<file path="src/rtl/replay_reader_pkg.sv">
// Shared replay types: reader FSM states, record geometry, field indices
// and the coordinate slicer used by both the reader and the renderer.
// Pure declarations; no logic or timing of its own.
package replay_pkg;

  localparam int COORD_W    = 12;
  localparam int NUM_COORDS = 12;
  localparam int REC_W      = COORD_W * NUM_COORDS;

  typedef logic [COORD_W-1:0] coord_t;

  typedef enum logic [2:0] {
    ST_IDLE    = 3'd0,
    ST_FETCH   = 3'd1,
    ST_CAPTURE = 3'd2,
    ST_PRESENT = 3'd3,
    ST_DONE    = 3'd4
  } state_e;

  // Field k of a record sits at bits [12k+11:12k].
  localparam int F_A_X1  = 0;
  localparam int F_A_X2  = 1;
  localparam int F_A_Y1  = 2;
  localparam int F_A_Y2  = 3;
  localparam int F_B_X1  = 4;
  localparam int F_B_X2  = 5;
  localparam int F_B_Y1  = 6;
  localparam int F_B_Y2  = 7;
  localparam int F_B1_X1 = 8;
  localparam int F_B1_X2 = 9;
  localparam int F_B1_Y1 = 10;
  localparam int F_B1_Y2 = 11;

  // Extract coordinate k from a flat record. A shift keeps the select
  // constant-width regardless of the index type.
  function automatic coord_t get_field(input logic [REC_W-1:0] rec, input int unsigned k);
    logic [REC_W-1:0] sh;
    sh = rec >> (k * COORD_W);
    return sh[COORD_W-1:0];
  endfunction

endpackage

</file>
<file path="src/rtl/replay_reader_if.sv">
// Bundle of the reader's control, bram read port and renderer handshake.
// Wires only; timing is defined by the modules on either side.
// master = replay_reader, slave = its environment (bram, renderer, control).
interface replay_reader_if #(
  parameter int RAM_WIDTH     = 144,
  parameter int RAM_ADDR_BITS = 9
);

  logic                     start_i;
  logic                     stop_i;
  logic [RAM_ADDR_BITS-1:0] end_addr_i;
  logic                     frame_tick_i;
  logic                     ram_enable_o;
  logic [RAM_ADDR_BITS-1:0] address_o;
  logic [RAM_WIDTH-1:0]     ram_data_i;
  logic [RAM_WIDTH-1:0]     frame_data_o;
  logic                     frame_valid_o;
  logic                     frame_ready_i;
  logic                     busy_o;
  logic                     done_o;

  modport master (
    input  start_i, stop_i, end_addr_i, frame_tick_i, ram_data_i, frame_ready_i,
    output ram_enable_o, address_o, frame_data_o, frame_valid_o, busy_o, done_o
  );

  modport slave (
    output start_i, stop_i, end_addr_i, frame_tick_i, ram_data_i, frame_ready_i,
    input  ram_enable_o, address_o, frame_data_o, frame_valid_o, busy_o, done_o
  );

endinterface

</file>
<file path="src/rtl/replay_reader.sv">
// Replays recorded game-state records 0..end_q from bram, one per display frame.
// Latency: FETCH at cycle n, record captured at edge n+1, frame_valid from n+2.
// Backpressure: holds frame_valid until accepted; advances on accept + frame tick.
// Build option REPLAY_LOOP_EN: wrap to record 0 after end_q instead of stopping in DONE.
module replay_reader
  import replay_pkg::*;
#(
  parameter int RAM_WIDTH     = 144,
  parameter int RAM_ADDR_BITS = 9,
  parameter int COORD_W       = 12,
  parameter int NUM_COORDS    = 12
) (
  input logic            clock,
  input logic            reset_n,
  replay_reader_if.master bus
);

  if (RAM_WIDTH != NUM_COORDS * COORD_W) begin : g_bad_width
    $error("replay_reader: RAM_WIDTH must equal NUM_COORDS*COORD_W");
  end

  localparam logic [2:0] S_IDLE    = ST_IDLE;
  localparam logic [2:0] S_FETCH   = ST_FETCH;
  localparam logic [2:0] S_CAPTURE = ST_CAPTURE;
  localparam logic [2:0] S_PRESENT = ST_PRESENT;
  localparam logic [2:0] S_DONE    = ST_DONE;

  localparam logic [RAM_ADDR_BITS-1:0] ADDR_ONE = RAM_ADDR_BITS'(1);

  logic [2:0]               state_q, state_d;
  logic [RAM_ADDR_BITS-1:0] address_q, address_d;
  logic [RAM_ADDR_BITS-1:0] end_q, end_d;
  logic [RAM_WIDTH-1:0]     frame_data_q, frame_data_d;
  logic                     frame_valid_q, frame_valid_d;
  logic                     ram_enable_q, ram_enable_d;
  logic                     tick_pending_q, tick_pending_d;
  logic                     accepted_q, accepted_d;

  logic handshake;
  logic have_record;
  logic have_tick;
  logic advance;
  logic at_end;

  // Advance qualifiers: record taken (now or earlier) and a frame tick seen (now or earlier)
  always_comb begin
    handshake   = (state_q == S_PRESENT) && frame_valid_q && bus.frame_ready_i;
    have_record = accepted_q || handshake;
    have_tick   = bus.frame_tick_i || tick_pending_q;
    advance     = (state_q == S_PRESENT) && have_record && have_tick;
    at_end      = (address_q == end_q);
  end

  // Next-state logic; stop overrides everything, address and frame_data hold on stop
  always_comb begin
    state_d        = state_q;
    address_d      = address_q;
    end_d          = end_q;
    frame_data_d   = frame_data_q;
    frame_valid_d  = frame_valid_q;
    tick_pending_d = tick_pending_q;
    accepted_d     = accepted_q;

    if (bus.stop_i) begin
      state_d        = S_IDLE;
      frame_valid_d  = 1'b0;
      tick_pending_d = 1'b0;
      accepted_d     = 1'b0;
    end else begin
      case (state_q)
        S_IDLE, S_DONE: begin
          if (bus.start_i) begin
            state_d        = S_FETCH;
            address_d      = '0;
            end_d          = bus.end_addr_i;
            tick_pending_d = 1'b0;
            accepted_d     = 1'b0;
          end
        end

        S_FETCH: begin
          state_d = S_CAPTURE;
          if (bus.frame_tick_i) tick_pending_d = 1'b1;
        end

        S_CAPTURE: begin
          state_d       = S_PRESENT;
          frame_data_d  = bus.ram_data_i;
          frame_valid_d = 1'b1;
          if (bus.frame_tick_i) tick_pending_d = 1'b1;
        end

        S_PRESENT: begin
          if (handshake) begin
            frame_valid_d = 1'b0;
            accepted_d    = 1'b1;
          end
          if (advance) begin
            tick_pending_d = 1'b0;
            accepted_d     = 1'b0;
            if (at_end) begin
`ifdef REPLAY_LOOP_EN
              state_d   = S_FETCH;
              address_d = '0;
`else
              state_d   = S_DONE;
`endif
            end else begin
              state_d   = S_FETCH;
              address_d = address_q + ADDR_ONE;
            end
          end else if (bus.frame_tick_i) begin
            // Tick arrived before the renderer took the record: remember one
            tick_pending_d = 1'b1;
          end
        end

        default: begin
          state_d = S_IDLE;
        end
      endcase
    end

    // Enable is registered and tracks the FETCH state exactly
    ram_enable_d = (state_d == S_FETCH);
  end

  // State and datapath registers
  always_ff @(posedge clock or negedge reset_n) begin
    if (!reset_n) begin
      state_q        <= S_IDLE;
      address_q      <= '0;
      end_q          <= '0;
      frame_data_q   <= '0;
      frame_valid_q  <= 1'b0;
      ram_enable_q   <= 1'b0;
      tick_pending_q <= 1'b0;
      accepted_q     <= 1'b0;
    end else begin
      state_q        <= state_d;
      address_q      <= address_d;
      end_q          <= end_d;
      frame_data_q   <= frame_data_d;
      frame_valid_q  <= frame_valid_d;
      ram_enable_q   <= ram_enable_d;
      tick_pending_q <= tick_pending_d;
      accepted_q     <= accepted_d;
    end
  end

  assign bus.ram_enable_o  = ram_enable_q;
  assign bus.address_o     = address_q;
  assign bus.frame_data_o  = frame_data_q;
  assign bus.frame_valid_o = frame_valid_q;
  assign bus.busy_o        = (state_q == S_FETCH) || (state_q == S_CAPTURE) ||
                             (state_q == S_PRESENT);
  assign bus.done_o        = (state_q == S_DONE);

  // The bram port is only ever enabled while fetching
  a_ren_in_fetch : assert property (@(posedge clock) disable iff (!reset_n)
    ram_enable_q |-> (state_q == S_FETCH));

  // A record is only offered while presenting
  a_valid_in_present : assert property (@(posedge clock) disable iff (!reset_n)
    frame_valid_q |-> (state_q == S_PRESENT));

endmodule

</file>
<file path="src/flat_wrapper.sv">
// flat-port wrapper written by rule: the top's interface ports become plain ports
module replay_reader_flat import replay_pkg::*;
#(
  parameter int RAM_WIDTH     = 144,
  parameter int RAM_ADDR_BITS = 9,
  parameter int COORD_W       = 12,
  parameter int NUM_COORDS    = 12
)
  (clock, reset_n, bus_start_i, bus_stop_i, bus_end_addr_i, bus_frame_tick_i, bus_ram_data_i, bus_frame_ready_i, bus_ram_enable_o, bus_address_o, bus_frame_data_o, bus_frame_valid_o, bus_busy_o, bus_done_o);
  replay_reader_if #(.RAM_WIDTH(RAM_WIDTH), .RAM_ADDR_BITS(RAM_ADDR_BITS)) bus_i ();
  input logic clock;
  input logic reset_n;
  input wire logic [$bits(bus_i.start_i)-1:0] bus_start_i;
  input wire logic [$bits(bus_i.stop_i)-1:0] bus_stop_i;
  input wire logic [$bits(bus_i.end_addr_i)-1:0] bus_end_addr_i;
  input wire logic [$bits(bus_i.frame_tick_i)-1:0] bus_frame_tick_i;
  input wire logic [$bits(bus_i.ram_data_i)-1:0] bus_ram_data_i;
  input wire logic [$bits(bus_i.frame_ready_i)-1:0] bus_frame_ready_i;
  output wire logic [$bits(bus_i.ram_enable_o)-1:0] bus_ram_enable_o;
  output wire logic [$bits(bus_i.address_o)-1:0] bus_address_o;
  output wire logic [$bits(bus_i.frame_data_o)-1:0] bus_frame_data_o;
  output wire logic [$bits(bus_i.frame_valid_o)-1:0] bus_frame_valid_o;
  output wire logic [$bits(bus_i.busy_o)-1:0] bus_busy_o;
  output wire logic [$bits(bus_i.done_o)-1:0] bus_done_o;
  assign bus_i.start_i = bus_start_i;
  assign bus_i.stop_i = bus_stop_i;
  assign bus_i.end_addr_i = bus_end_addr_i;
  assign bus_i.frame_tick_i = bus_frame_tick_i;
  assign bus_i.ram_data_i = bus_ram_data_i;
  assign bus_i.frame_ready_i = bus_frame_ready_i;
  assign bus_ram_enable_o = bus_i.ram_enable_o;
  assign bus_address_o = bus_i.address_o;
  assign bus_frame_data_o = bus_i.frame_data_o;
  assign bus_frame_valid_o = bus_i.frame_valid_o;
  assign bus_busy_o = bus_i.busy_o;
  assign bus_done_o = bus_i.done_o;
  replay_reader #(.RAM_WIDTH(RAM_WIDTH), .RAM_ADDR_BITS(RAM_ADDR_BITS), .COORD_W(COORD_W), .NUM_COORDS(NUM_COORDS)) u_core (.clock(clock), .reset_n(reset_n), .bus(bus_i));
endmodule
</file>
<file path="config.mk">
export PLATFORM = sky130hd
export DESIGN_NAME = replay_reader_flat
export DESIGN_NICKNAME = d
export VERILOG_FILES = /design/src/rtl/replay_reader_pkg.sv /design/src/rtl/replay_reader_if.sv /design/src/rtl/replay_reader.sv /design/src/flat_wrapper.sv
export SDC_FILE = /design/constraint.sdc
export NUM_CORES = 1
export LEC_CHECK = 0
export ABC_CLOCK_PERIOD_IN_PS = 2100
export BUFFER_PORTS_ARGS = -buffer_cell sky130_fd_sc_hd__buf_2
export CORE_MARGIN = 2
export CORE_UTILIZATION = 35
export CTS_BUF_LIST = sky130_fd_sc_hd__clkbuf_8
export CTS_CLUSTER_DIAMETER = 60
export DETAILED_ROUTE_END_ITERATION = 8
export SLEW_MARGIN = 15
export SYNTH_ARGS = -nofsm -noshare
export SYNTH_HDL_FRONTEND = slang
export SYNTH_SLANG_ARGS = --single-unit
</file>
<file path="constraint.sdc">
create_clock -name clock -period 2.1 [get_ports clock]
set_input_delay 0 -clock clock [delete_from_list [all_inputs] [get_ports clock]]
set_output_delay 0 -clock clock [all_outputs]
set_load 0.05 [all_outputs]
</file>
* Word-level counts from Yosys, hierarchy flattened
Cells that the tools add are included.
** Cells by class
- Shift operators :: 0
- Multiply operators :: 0
- Bitwise gates (word level) :: 1
- Multiplexer cells :: 21
- Magnitude comparators :: 0
- Add/subtract/negate cells :: 1
- Divide/modulo/power cells :: 0
- Equality and inequality tests :: 12
- Reduce and logical (&&, ||, !) cells :: 21
** Operator list (number)
- 2-to-1 mux 9 bit :: 3
- case mux 9 bit (2 select lines) :: 1
- 2-to-1 mux 3 bit :: 4
- case mux 3 bit (4 select lines) :: 1
- adder 9 x 1 -> 9 bit (second input constant) :: 1
- equality test 9 bit :: 1
- 2-to-1 mux 1 bit :: 9
- equality test 3 x 1 -> 1 bit (second input constant) :: 2
- equality test 3 x 2 -> 1 bit (second input constant) :: 2
- AND reduction 2 bit :: 3
- AND reduction 3 bit :: 2
- nonzero test 3 bit :: 2
- AND reduction 5 bit :: 1
- logical AND 1 bit :: 4
- logical OR 1 bit :: 4
- != test 2 bit (second input constant) :: 2
- != test 4 x 2 -> 1 bit (second input constant) :: 1
- case mux 1 bit (2 select lines) :: 2
- nonzero test 4 bit :: 1
- OR reduction 2 bit :: 2
- equality test 3 bit (second input constant) :: 1
- zero test 3 bit :: 1
- != test 3 x 2 -> 1 bit (second input constant) :: 1
- != test 3 bit (second input constant) :: 1
- 4 further kinds :: 4
** Storage, ports and cells
- Word-level logic and storage cells :: 64
- Memories kept :: 0
- Output and inout bits :: 157
- Latch bits :: 0
- Input bits :: 159
- Register bits :: 169
- Bits in read-only memories :: 0
- RAM bits :: 0

* Depth between registers and ports, before layout
Gate-level depths: netlist (run 1).
- Word-level depth :: 10
- Depth in mapped cells :: 6
- Mapped depth without buffers :: 5

* Worst setup path before layout (run 1)
OpenSTA, ideal clock, no wires.
- Kind :: flip-flop to flip-flop
- From :: reg u_core.frame_valid_q (netlist: u_core.bus.frame_valid_o)
- To :: reg u_core.address_q[5] (netlist: u_core.bus.address_o[5])
- Arrival :: 2.171 ns
- Path buffers :: 1
- Data required time :: 2.021 ns
- Library setup time :: 0.079 ns
- Clock period less this slack :: 2.250 ns
- Stages on the path, launching flop included :: 7
- Setup slack :: -0.150 ns
- Cell sequence :: dfrtp_1 -> a21oi_1 -> or3_4 -> a21o_2 -> buf_6 -> or4_1 -> a21oi_1
** Between the ends
- Longest elaborated chain between the ends :: 7
** Ends and longest elaborated chain
- start, declared :: RTL line replay_reader.sv:34 : logic frame_valid_q, frame_valid_d;
- start signal, assigned :: RTL line replay_reader.sv:144 : frame_valid_q <= frame_valid_d;
- logical AND 1 bit (2 in a row) :: RTL line replay_reader.sv:47 : handshake = (state_q == S_PRESENT) && frame_valid_q && bus.frame_ready_i;
- logical OR 1 bit :: RTL line replay_reader.sv:48 : have_record = accepted_q || handshake;
- logical AND 1 bit (2 in a row) :: RTL line replay_reader.sv:50 : advance = (state_q == S_PRESENT) && have_record && have_tick;
- != test 2 x 1 -> 1 bit (no line)
- AND reduction 5 bit (no line)
- end signal, assigned :: RTL line replay_reader.sv:141 : address_q <= address_d;
- end, declared :: RTL line replay_reader.sv:31 : logic [RAM_ADDR_BITS-1:0] address_q, address_d;
No other way between the ends.
A chain may end at the register's enable or synchronous reset.

* Worst setup path after layout (run 1)
- From :: reg u_core.state_q[1]
- To :: reg u_core.address_q[4] (netlist: u_core.bus.address_o[4])
** Between the ends
- Longest elaborated chain between the ends :: 8
- Elaborated cells between the ends (all ways) :: 15
- Those cells by class :: eq/ne (5); mux (1); reduce/logical (9)
** Ends and longest elaborated chain
- start, declared :: RTL line replay_reader.sv:30 : logic [2:0] state_q, state_d;
- start signal, assigned :: RTL line replay_reader.sv:140 : state_q <= state_d;
- equality test 3 x 2 -> 1 bit :: RTL line replay_reader.sv:47, replay_reader.sv:50, replay_reader.sv:70
- logical AND 1 bit (2 in a row) :: RTL line replay_reader.sv:47
- logical OR 1 bit :: RTL line replay_reader.sv:48
- logical AND 1 bit (2 in a row) :: RTL line replay_reader.sv:50
- != test 2 x 1 -> 1 bit (no line)
- AND reduction 5 bit (no line)
Parallel ways exist; a longest one is shown, timed or not.

==> flow_metrics.tcl, run 1 <==
set metrics [dict create \
    grt_pass1_vias 5961 \
    relSlewSlack 0.588 \
    diodes 0 \
    dieArea_um2 20100 \
    power_frac_seq 0.341 \
    totalWireLength_um 18600 \
    cts.path.max_buffers 2 \
    netlist_area_um2 6630 \
    finalSetupTns_ps 0 \
    max_freq_ghz 0.503 \
    crit_fanout 13 \
    async_reset_ff_frac 1.00 \
    ys_ff_latch 169 \
    syn_nets 590 \
    antenna_found_initial 0 \
    clkPwrFrac 0.152 \
    slew_viol_final 0 \
    hold_viol 0 \
    ant_nets 0 \
    drive_above_1_share 0.565 \
    status "finished clean" \
    core_area_um2 18600 \
    grt_setup_unrepaired "no" \
    io-pin-count 316 \
    grt_max_degree 73 \
    cp-start-kind "register" \
    first_iter_violations 164 \
    die_h_um 142 \
    period_share 0.946 \
    vdd_drop_max_uv 1080 \
    p_leak_nw 4.98 \
    cts_tree "done" \
    yosys_warnings 0 \
    synthCells 430 \
    port_buffers 315 \
    avgRoutedWirePerCell_um 15.9 \
    avgSynthCellArea_um2 15.4 \
    row_count 50 \
    min_period_ps 1990 \
    synth_cell_types 43 \
    setup_viol 0 \
    cts_sinks 169 \
    p_sw_w 0.00747 \
    p_sw_frac 0.499 \
    timing.rr.start "u_core.state_q[1]$_DFF_PN0_" \
    layout_common_cells "314 x buf_2, 168 x dfrtp_1, 160 x dlygate4sd3_1, 153 x mux2_2, 18 x clkbuf_8" \
    firstDrtPassIters 4 \
    grt_pass1_wl_um 29500 \
    cp-startpoint "u_core.state_q[1]$_DFF_PN0_" \
    yosysSeqAreaShare 0.638 \
    cts_setup_buffers 0 \
    synth_edf_count 0 \
    final_common_cell "buf_2" \
    root_buffer "clkbuf_8" \
    worstSkewPairLatency_ps 450 \
    grt_overflow 0 \
    start_util 0.356 \
    worstSetupPathType "reg2reg" \
    cts_inserted_buffers 17 \
    viasPerCell 4.65 \
    hold_path.class "in2async" \
    required_ps 2460 \
    p_per_area_nw_per_um2 1410 \
    critPathCaptureType "register" \
    dp_hpwl_um 12900 \
    power.internal_w 0.00751 \
    fin_skew_ps 20.8 \
    layout.nets 1080 \
    hold_slack_ps 108 \
    vias 5431 \
    ys.flop_type "dfrtp_1" \
    pwr-share-comb 0.506 \
    max_cap_viol_count 0 \
    place.gp.congestion 0.842 \
    tightest_slew_ps 618 \
    crit_arrival_ps 2350 \
    drc 0 \
    clk_pin_slew_ps 100 \
    htreeDepth 4 \
    die_width_um 142 \
    grt_use_total 0.186 \
    syn_to_final_growth_pct 59.8 \
]
## metal layers
metal / track usage / vias up / share of wire
li1: - / 2520 / -
met5: 0 / - / 0
met4: 0.0700 / 0 / 0.027
met3: 0.0699 / 43 / 0.072
met1: 0.205 / 2636 / 0.38
met2: 0.326 / 232 / 0.52
## metrics by stage
step           std cells  instance area, µm²  total power (W)  worst slack, ps   util
2_1_floorplan        430                6630           0.0106             14.5      -
3_5_place_dp         975                8590           0.0125              164  0.461
6_report            1167               10600           0.0150              113  0.568
3_3_place_gp         975                8590           0.0124              213  0.461
5_1_grt             1167               10600           0.0157             18.6  0.568
4_1_cts             1167               10600           0.0151              114  0.568
## area by class of cell
| cell class | instances | area, µm² |
|---|---|---|
| Timing Repair Buffer | 490 | 3350 |
| Multi-Input combinational cell | 238 | 2310 |
| Inverter | 4 | 15.0 |
| Fill cell | 1505 | 8050 |
| Tap cell | 234 | 293 |
| Clock buffer | 18 | 248 |
| Clock inverter | 14 | 149 |
| Sequential cell | 169 | 4230 |
## kinds of logic after synthesis
kind of cell,after synthesis,synth area share
buffers and inverters,23,0.0155
adders and majority gates,1,0.00189
xor gates and xnor gates,9,0.0119
muxes,155,0.263
and+or+nand+nor,48,0.0438
DFF,169,0.638
AOI/OAI and AO/OA,25,0.0259
## registers in the layout (all words and copies together), names as in the netlist
name	cells
u_core.end_q	9
u_core.bus.address_o	9
u_core.bus.ram_enable_o	1
u_core.state_q	3
u_core.accepted_q	1
u_core.bus.frame_valid_o	1
u_core.tick_pending_q	1
u_core.bus.frame_data_o	144
## path summary, 6_finish.rpt
check	to	slack [ps]	depth (start not counted)
min in group clock	u_core.bus.frame_data_o[112]$_DFFE_PN0P_	300	3
max	u_core.bus.address_o[4]$_DFFE_PN0P_	110	5
min	u_core.bus.frame_data_o[65]$_DFFE_PN0P_	110	2
max reg2reg	u_core.bus.address_o[4]$_DFFE_PN0P_	110	5
max in group asynchronous	u_core.bus.frame_data_o[84]$_DFFE_PN0P_	1310	3
min reg2reg	u_core.bus.frame_data_o[72]$_DFFE_PN0P_	510	1
## power groups by stage
stage / Clock (W) / Combinational, W / Sequential [W]
floorplan: 0 / 0.00129 / 0.00932
global placement: 0 / 0.00730 / 0.00508
detailed placement: 0 / 0.00739 / 0.00515
CTS: 0.00238 / 0.00762 / 0.00511
global route: 0.00252 / 0.00789 / 0.00528
finish: 0.00228 / 0.00759 / 0.00511
## worst max-delay path, cell delays in order (launching register included)
cell and delay (ps):
dfrtp_1 440, nand3b_1 150, or3_4 370, a21o_2 280
or4_1 490, a21oi_1 180
## cell usage after synthesis, types with 2 or more instances
library cell	instances	area, µm²
dfrtp_1	169	4230
mux2_2	153	1720
clkbuf_1	11	41.3
nor2_1	11	41.3
a21oi_1	9	45.0
buf_2	7	35.0
xnor2_1	7	61.3
nand3_1	6	30.0
nand2_1	5	18.8
inv_1	4	15.0
o31ai_1	4	30.0
or4_1	4	30.0
or2_2	3	18.8
a211oi_1	2	15.0
mux2i_1	2	20.0
nand2b_1	2	12.5
nand4_1	2	12.5
nor4_1	2	12.5
o41ai_1	2	17.5
xor2_1	2	17.5
## what timing repair did
item,in CTS,in global routing
hold endpoints to repair,253,0
resized for setup,0,2
hold buffers,160,0
setup endpoints to repair,0,2
Power figures use the tool's default switching activity.
==> inputs of run 2 (changes only) <==
ABC_AREA = 1   (was not set)
==> flow_metrics.tcl, run 2 <==
set metrics [dict create \
    grt_overflow 0 \
    power.internal_w 0.00791 \
    port_buffers 315 \
    cts.repair.resized 0 \
    worst_r2r_path_depth 7 \
    grt_use_total 0.166 \
    synthCells 487 \
    yosysTopAreaCellShare 0.609 \
    pre_cts_ws_ps 274 \
    ys_ff_latch 169 \
    syn_to_final_growth_pct 56.3 \
    crit_fanout 7 \
    cts_inserted_buffers 17 \
    final_util 0.558 \
    vias 5475 \
    p_sw_frac 0.489 \
    layout_common_cells "314 x buf_2, 169 x dfrtp_1, 159 x dlygate4sd3_1, 84 x mux2_2, 71 x nand2_1" \
    clk_pin_slew_ps 100 \
    setup.worst_path.end "u_core.state_q[2]$_DFF_PN0_" \
    drive_above_1_share 0.516 \
    die_h_um 145 \
    grt_max_degree 71 \
    synth_xor_area_frac 0.0126 \
    worstSkewPairLatency_ps 450 \
    layout.nets 1132 \
    status "finished clean" \
    holdBufCountCts 160 \
    grt_setup_unrepaired "no" \
    max_cap_viol_count 0 \
    dp_hpwl_um 12000 \
    fin_skew_ps 11.0 \
    synth_edf_count 0 \
    ant_nets 0 \
    synth_simple_gate_area_share 0.0720 \
    synth_top_family_by_area "multiplexers" \
    start_util 0.357 \
    finalSetupTns_ps 0 \
    timing.rr.start "u_core.state_q[0]$_DFF_PN0_" \
    period_share 0.878 \
    synth_fa_ha_area_frac 0.00180 \
    netlist_area_um2 6950 \
    avgRoutedWirePerCell_um 14.7 \
    viasPerCell 4.38 \
    largest_reg_flops 144 \
    cts_sinks 169 \
    relSlewSlack 0.693 \
    drc 0 \
    yosysTopAreaCell "dfrtp_1" \
    cts.path.max_buffers 2 \
    io-pin-count 316 \
    dieArea_um2 21000 \
    synth_cell_types 28 \
    synth.most_common_cell "dfrtp_1" \
    yosys_warnings 0 \
    cts_tree "done" \
    hold_viol 0 \
    vdd_drop_max_uv 783 \
    firstDrtPassIters 4 \
    synth-compound-area-share 0.00937 \
    avgSynthCellArea_um2 14.3 \
    first_iter_violations 174 \
    row_count 51 \
    cp-start-kind "register" \
    place.gp.congestion 0.791 \
    cp-startpoint "u_core.state_q[0]$_DFF_PN0_" \
    setup_slack_ps 256 \
    min_period_ps 1840 \
    ys.flop_type "dfrtp_1" \
    tightest_slew_ps 460 \
    final_common_cell "buf_2" \
    ys_top_cells_by_area "dfrtp_1 61%, mux2_2 14%, mux2_4 13%" \
    async_reset_ff_frac 1.00 \
    p_per_area_nw_per_um2 1430 \
    pwr-share-comb 0.520 \
    synthMuxAreaShare 0.266 \
    antenna_found_initial 0 \
    totalWireLength_um 18300 \
    grt_pass1_vias 5459 \
    yosysSeqAreaShare 0.609 \
    root_buffer "clkbuf_8" \
    slew_viol_final 0 \
    diodes 0 \
    r2r_slack_ps 260 \
    htreeDepth 4 \
    crit_arrival_ps 2230 \
    critPathCaptureType "register" \
    cts_setup_buffers 0 \
    worstSetupPathType "reg2reg" \
    p_sw_w 0.00757 \
    hold_path.class "in2async" \
    hold_slack_ps 133 \
    core_area_um2 19500 \
    reg2reg_to "u_core.state_q[2]$_DFF_PN0_" \
    synthTopCellsByCount "169 x dfrtp_1, 84 x mux2_2, 71 x nand2_1, 60 x mux2_4, 20 x inv_1" \
    die_width_um 145 \
    clkPwrFrac 0.147 \
    power_frac_seq 0.333 \
    setup_viol 0 \
    required_ps 2490 \
    syn_nets 647 \
    grt_pass1_wl_um 27200 \
    p_leak_nw 5.57 \
    max_freq_ghz 0.542 \
]
[run 2: cell count changes after synthesis, sizes merged, moves of 4 or more]
cell	change
nand3	+9
buf	+7
o31ai	-4
or4	-4
inv	+17
clkbuf	-9
mux2	-9
nor2	+9
nand2	+68
[run 2: final cells by class]
type / instances / area, µm²
clock buffer: 18 / 248
clock inverter: 14 / 139
fill: 1593 / 8610
inverter: 21 / 78.8
multi-input combinational: 280 / 2530
sequential: 169 / 4230
tap: 265 / 332
timing repair buffer: 483 / 3300
[run 2: worst min-delay path by stage]
| stage | start | to | slack [ps] | depth (start not counted) |
|---|---|---|---|---|
| after global placement | reset_n | u_core.end_q[8]$_DFFE_PN0P_ | -60 | 1 |
| after detailed placement | reset_n | u_core.bus.frame_data_o[127]$_DFFE_PN0P_ | -60 | 1 |
| final | reset_n | u_core.end_q[0]$_DFFE_PN0P_ | 130 | 3 |
| after global routing | reset_n | u_core.bus.frame_data_o[1]$_DFFE_PN0P_ | 110 | 3 |
| after floorplan | reset_n | u_core.accepted_q$_DFFE_PN0P_ | -300 | 0 |
| after CTS | reset_n | u_core.end_q[8]$_DFFE_PN0P_ | 100 | 3 |
[run 2: logic make-up after synthesis]
group	after synthesis
buf+inv	38
mux	144
simple gates	114
compound gates	11
flops	169
xor+xnor	10
fa+ha+maj	1
[run 2: critical path, stage by stage (launching register included)]
cell and delay [ps]:
dfrtp_1 390, nand2_1 100, nor2_4 210, o21ai_2 110
nor2_2 140, nand3_1 120, a21oi_1 160, dlygate4sd3_1 560
[run 2: power by group through the flow]
stage                     combinational (W)  sequential [W]  clock [W]
final                               0.00805         0.00515    0.00228
after global routing                0.00840         0.00532    0.00251
after CTS                           0.00808         0.00512    0.00239
after detailed placement            0.00782         0.00518          0
after global placement              0.00775         0.00516          0
after floorplan                     0.00162         0.00952          0
[run 2: per-layer routing]
metal	GRT usage	up-vias	wire length [µm]
li1	-	2616	-
met1	0.201	2631	7640
met2	0.284	210	9020
met3	0.0526	18	1430
met4	0.0501	0	251
met5	0	-	0
[run 2: stage by stage]
step                      instances  area, µm²  power (W)
after floorplan                 487       6950     0.0111
after global placement         1058       8860     0.0129
after detailed placement       1058       8860     0.0130
after CTS                      1250      10900     0.0156
after global routing           1250      10900     0.0162
final                          1250      10900     0.0155
==> inputs of run 3 (changes only) <==
CORE_UTILIZATION = 49   (was 35)
CTS_BUF_LIST = sky130_fd_sc_hd__clkbuf_4   (was sky130_fd_sc_hd__clkbuf_8)
PLACE_DENSITY = 0.83   (was not set)
==> flow_metrics.tcl, run 3 (synthesized netlist as in run 2, its figures left out) <==
set metrics [dict create \
    cts_tree "done" \
    die_width_um 123 \
    hold_path.class "in2reg" \
    grt_pass1_vias 6305 \
    totalWireLength_um 23700 \
    critPathBufInv 1 \
    cp-start-kind "register" \
    start_util 0.500 \
    cpPeakStageDelay_ps 560 \
    clk_pin_slew_ps 160 \
    pre_cts_ws_ps 286 \
    status "finished clean" \
    vias 5936 \
    grt_setup_unrepaired "no" \
    grt_pass1_wl_um 35300 \
    cpMaxStageDelayCell "dlygate4sd3_1" \
    worstSetupPathType "reg2reg" \
    syn_to_final_growth_pct 54.6 \
    htreeDepth 4 \
    tightest_slew_ps 559 \
    slew_viol_final 0 \
    regArea_um2 4230 \
    grt_overflow 0 \
    final_common_cell "buf_2" \
    p_per_area_nw_per_um2 1440 \
    worstSkewPairLatency_ps 610 \
    r2r_slack_ps 220 \
    grt_max_degree 60 \
    largest_reg_flops 144 \
    crit_path_frequent_cell "nand2_1" \
    max_cap_viol_count 0 \
    fin_skew_ps 25.3 \
    root_buffer "clkbuf_4" \
    min_period_ps 1880 \
    firstDrtPassIters 5 \
    critPathCaptureType "register" \
    antenna_found_initial 2 \
    period_share 0.897 \
    core_area_um2 13900 \
    ant_nets 0 \
    avgRoutedWirePerCell_um 20.1 \
    required_ps 2580 \
    cts_inserted_buffers 17 \
    port_buffers 315 \
    p_leak_nw 5.54 \
    vdd_drop_max_uv 1010 \
    path_cells "nand2_1 -> nor2_4 -> o21ai_2 -> nor2_2 -> nand3_1 -> nand2_1 -> a21oi_1 -> dlygate4sd3_1" \
    crit_family "simple AND/OR/NAND/NOR gates" \
    die_h_um 123 \
    cts.path.max_buffers 2 \
    layout_common_cells "314 x buf_2, 171 x dlygate4sd3_1, 169 x dfrtp_1, 84 x mux2_2, 71 x nand2_1" \
    drc 0 \
    viasPerCell 5.03 \
    n_fill_cell 806 \
    relSlewSlack 0.627 \
    hold_viol 0 \
    io-pin-count 316 \
    cts_sinks 169 \
    setup_viol 0 \
    dieArea_um2 15100 \
    crit_fanout 7 \
    max_freq_ghz 0.531 \
    layout.nets 1145 \
    grt_use_total 0.317 \
    multi_input_area_um2 2530 \
    crit_arrival_ps 2370 \
    row_count 43 \
    place.gp.congestion 0.830 \
    setup_slack_ps 216 \
    dp_hpwl_um 12500 \
    finalSetupTns_ps 0 \
    first_iter_violations 383 \
    drive_above_1_share 0.511 \
]
==> run 3: changes by cell type in the layout (fill, tap and decap cells not counted), sizes merged <==
cell,before,now
diode,0,1
clkinvlp,1,2
clkbuf,18,17
buf,324,325
dlygate4sd3,159,171
==> run 3: area by class of cell <==
type,instances,area share
Sequential cell,169,0.394
Timing Repair Buffer,496,0.317
Multi-Input combinational cell,280,0.235
Tap cell,180,0.0210
Clock inverter,15,0.0131
Clock buffer,17,0.0119
Inverter,21,0.00734
Antenna cell,1,0.000233
==> run 3: per-stage QoR <==
stage | cells | util | hold slack (ps) | area [µm²] | total power [W]
after floorplan | 487 | - | -296 | 6950 | 0.0111
after CTS | 1178 | 0.773 | 104 | 10700 | 0.0152
after global placement | 975 | 0.631 | 2.64 | 8750 | 0.0129
after detailed placement | 975 | 0.631 | 5.39 | 8750 | 0.0131
final | 1179 | 0.773 | 141 | 10700 | 0.0155
after global routing | 1179 | 0.773 | 112 | 10700 | 0.0161
==> run 3: path summary, 6_finish.rpt <==
path / cells past startpoint / to / startpoint
max: 8 / u_core.state_q[0]$_DFF_PN0_ / u_core.state_q[0]$_DFF_PN0_
min: 3 / u_core.bus.frame_data_o[89]$_DFFE_PN0P_ / bus_ram_data_i[89]
max reg2reg: 8 / u_core.state_q[0]$_DFF_PN0_ / u_core.state_q[0]$_DFF_PN0_
min reg2reg: 1 / u_core.bus.frame_data_o[126]$_DFFE_PN0P_ / u_core.bus.frame_data_o[126]$_DFFE_PN0P_
max in group asynchronous: 4 / u_core.bus.frame_valid_o$_DFFE_PN0P_ / reset_n
min in group asynchronous: 3 / u_core.bus.frame_data_o[76]$_DFFE_PN0P_ / reset_n
==> run 3: where the power goes <==
group	total (W)	leakage, nW	switching, W	internal [W]
sequential	0.00534	2.04	0.000836	0.00451
combinational	0.00829	3.35	0.00588	0.00242
clock	0.00188	0.147	0.00126	0.000614
==> run 3: worst reg2reg max path: stages (launching register included) <==
cell and delay [ps]:
dfrtp_1 410, nand2_1 100, nor2_4 200, o21ai_2 110, nor2_2 150, nand3_1 120
nand2_1 70, a21oi_1 60, dlygate4sd3_1 560
==> run 3: layer usage <==
layer / vias up / track usage / wire [µm]
met1: 2892 / 0.349 / 8420
met2: 325 / 0.544 / 12400
met4: 2 / 0.156 / 876
met5: - / 0 / 12
met3: 80 / 0.111 / 1970
li1: 2637 / - / -
==> run 3: repair_timing <==
item                      CTS  global route
buffers inserted            0             0
hold buffers              171             0
gates resized for setup     0             0
hold endpoints to repair  328             0
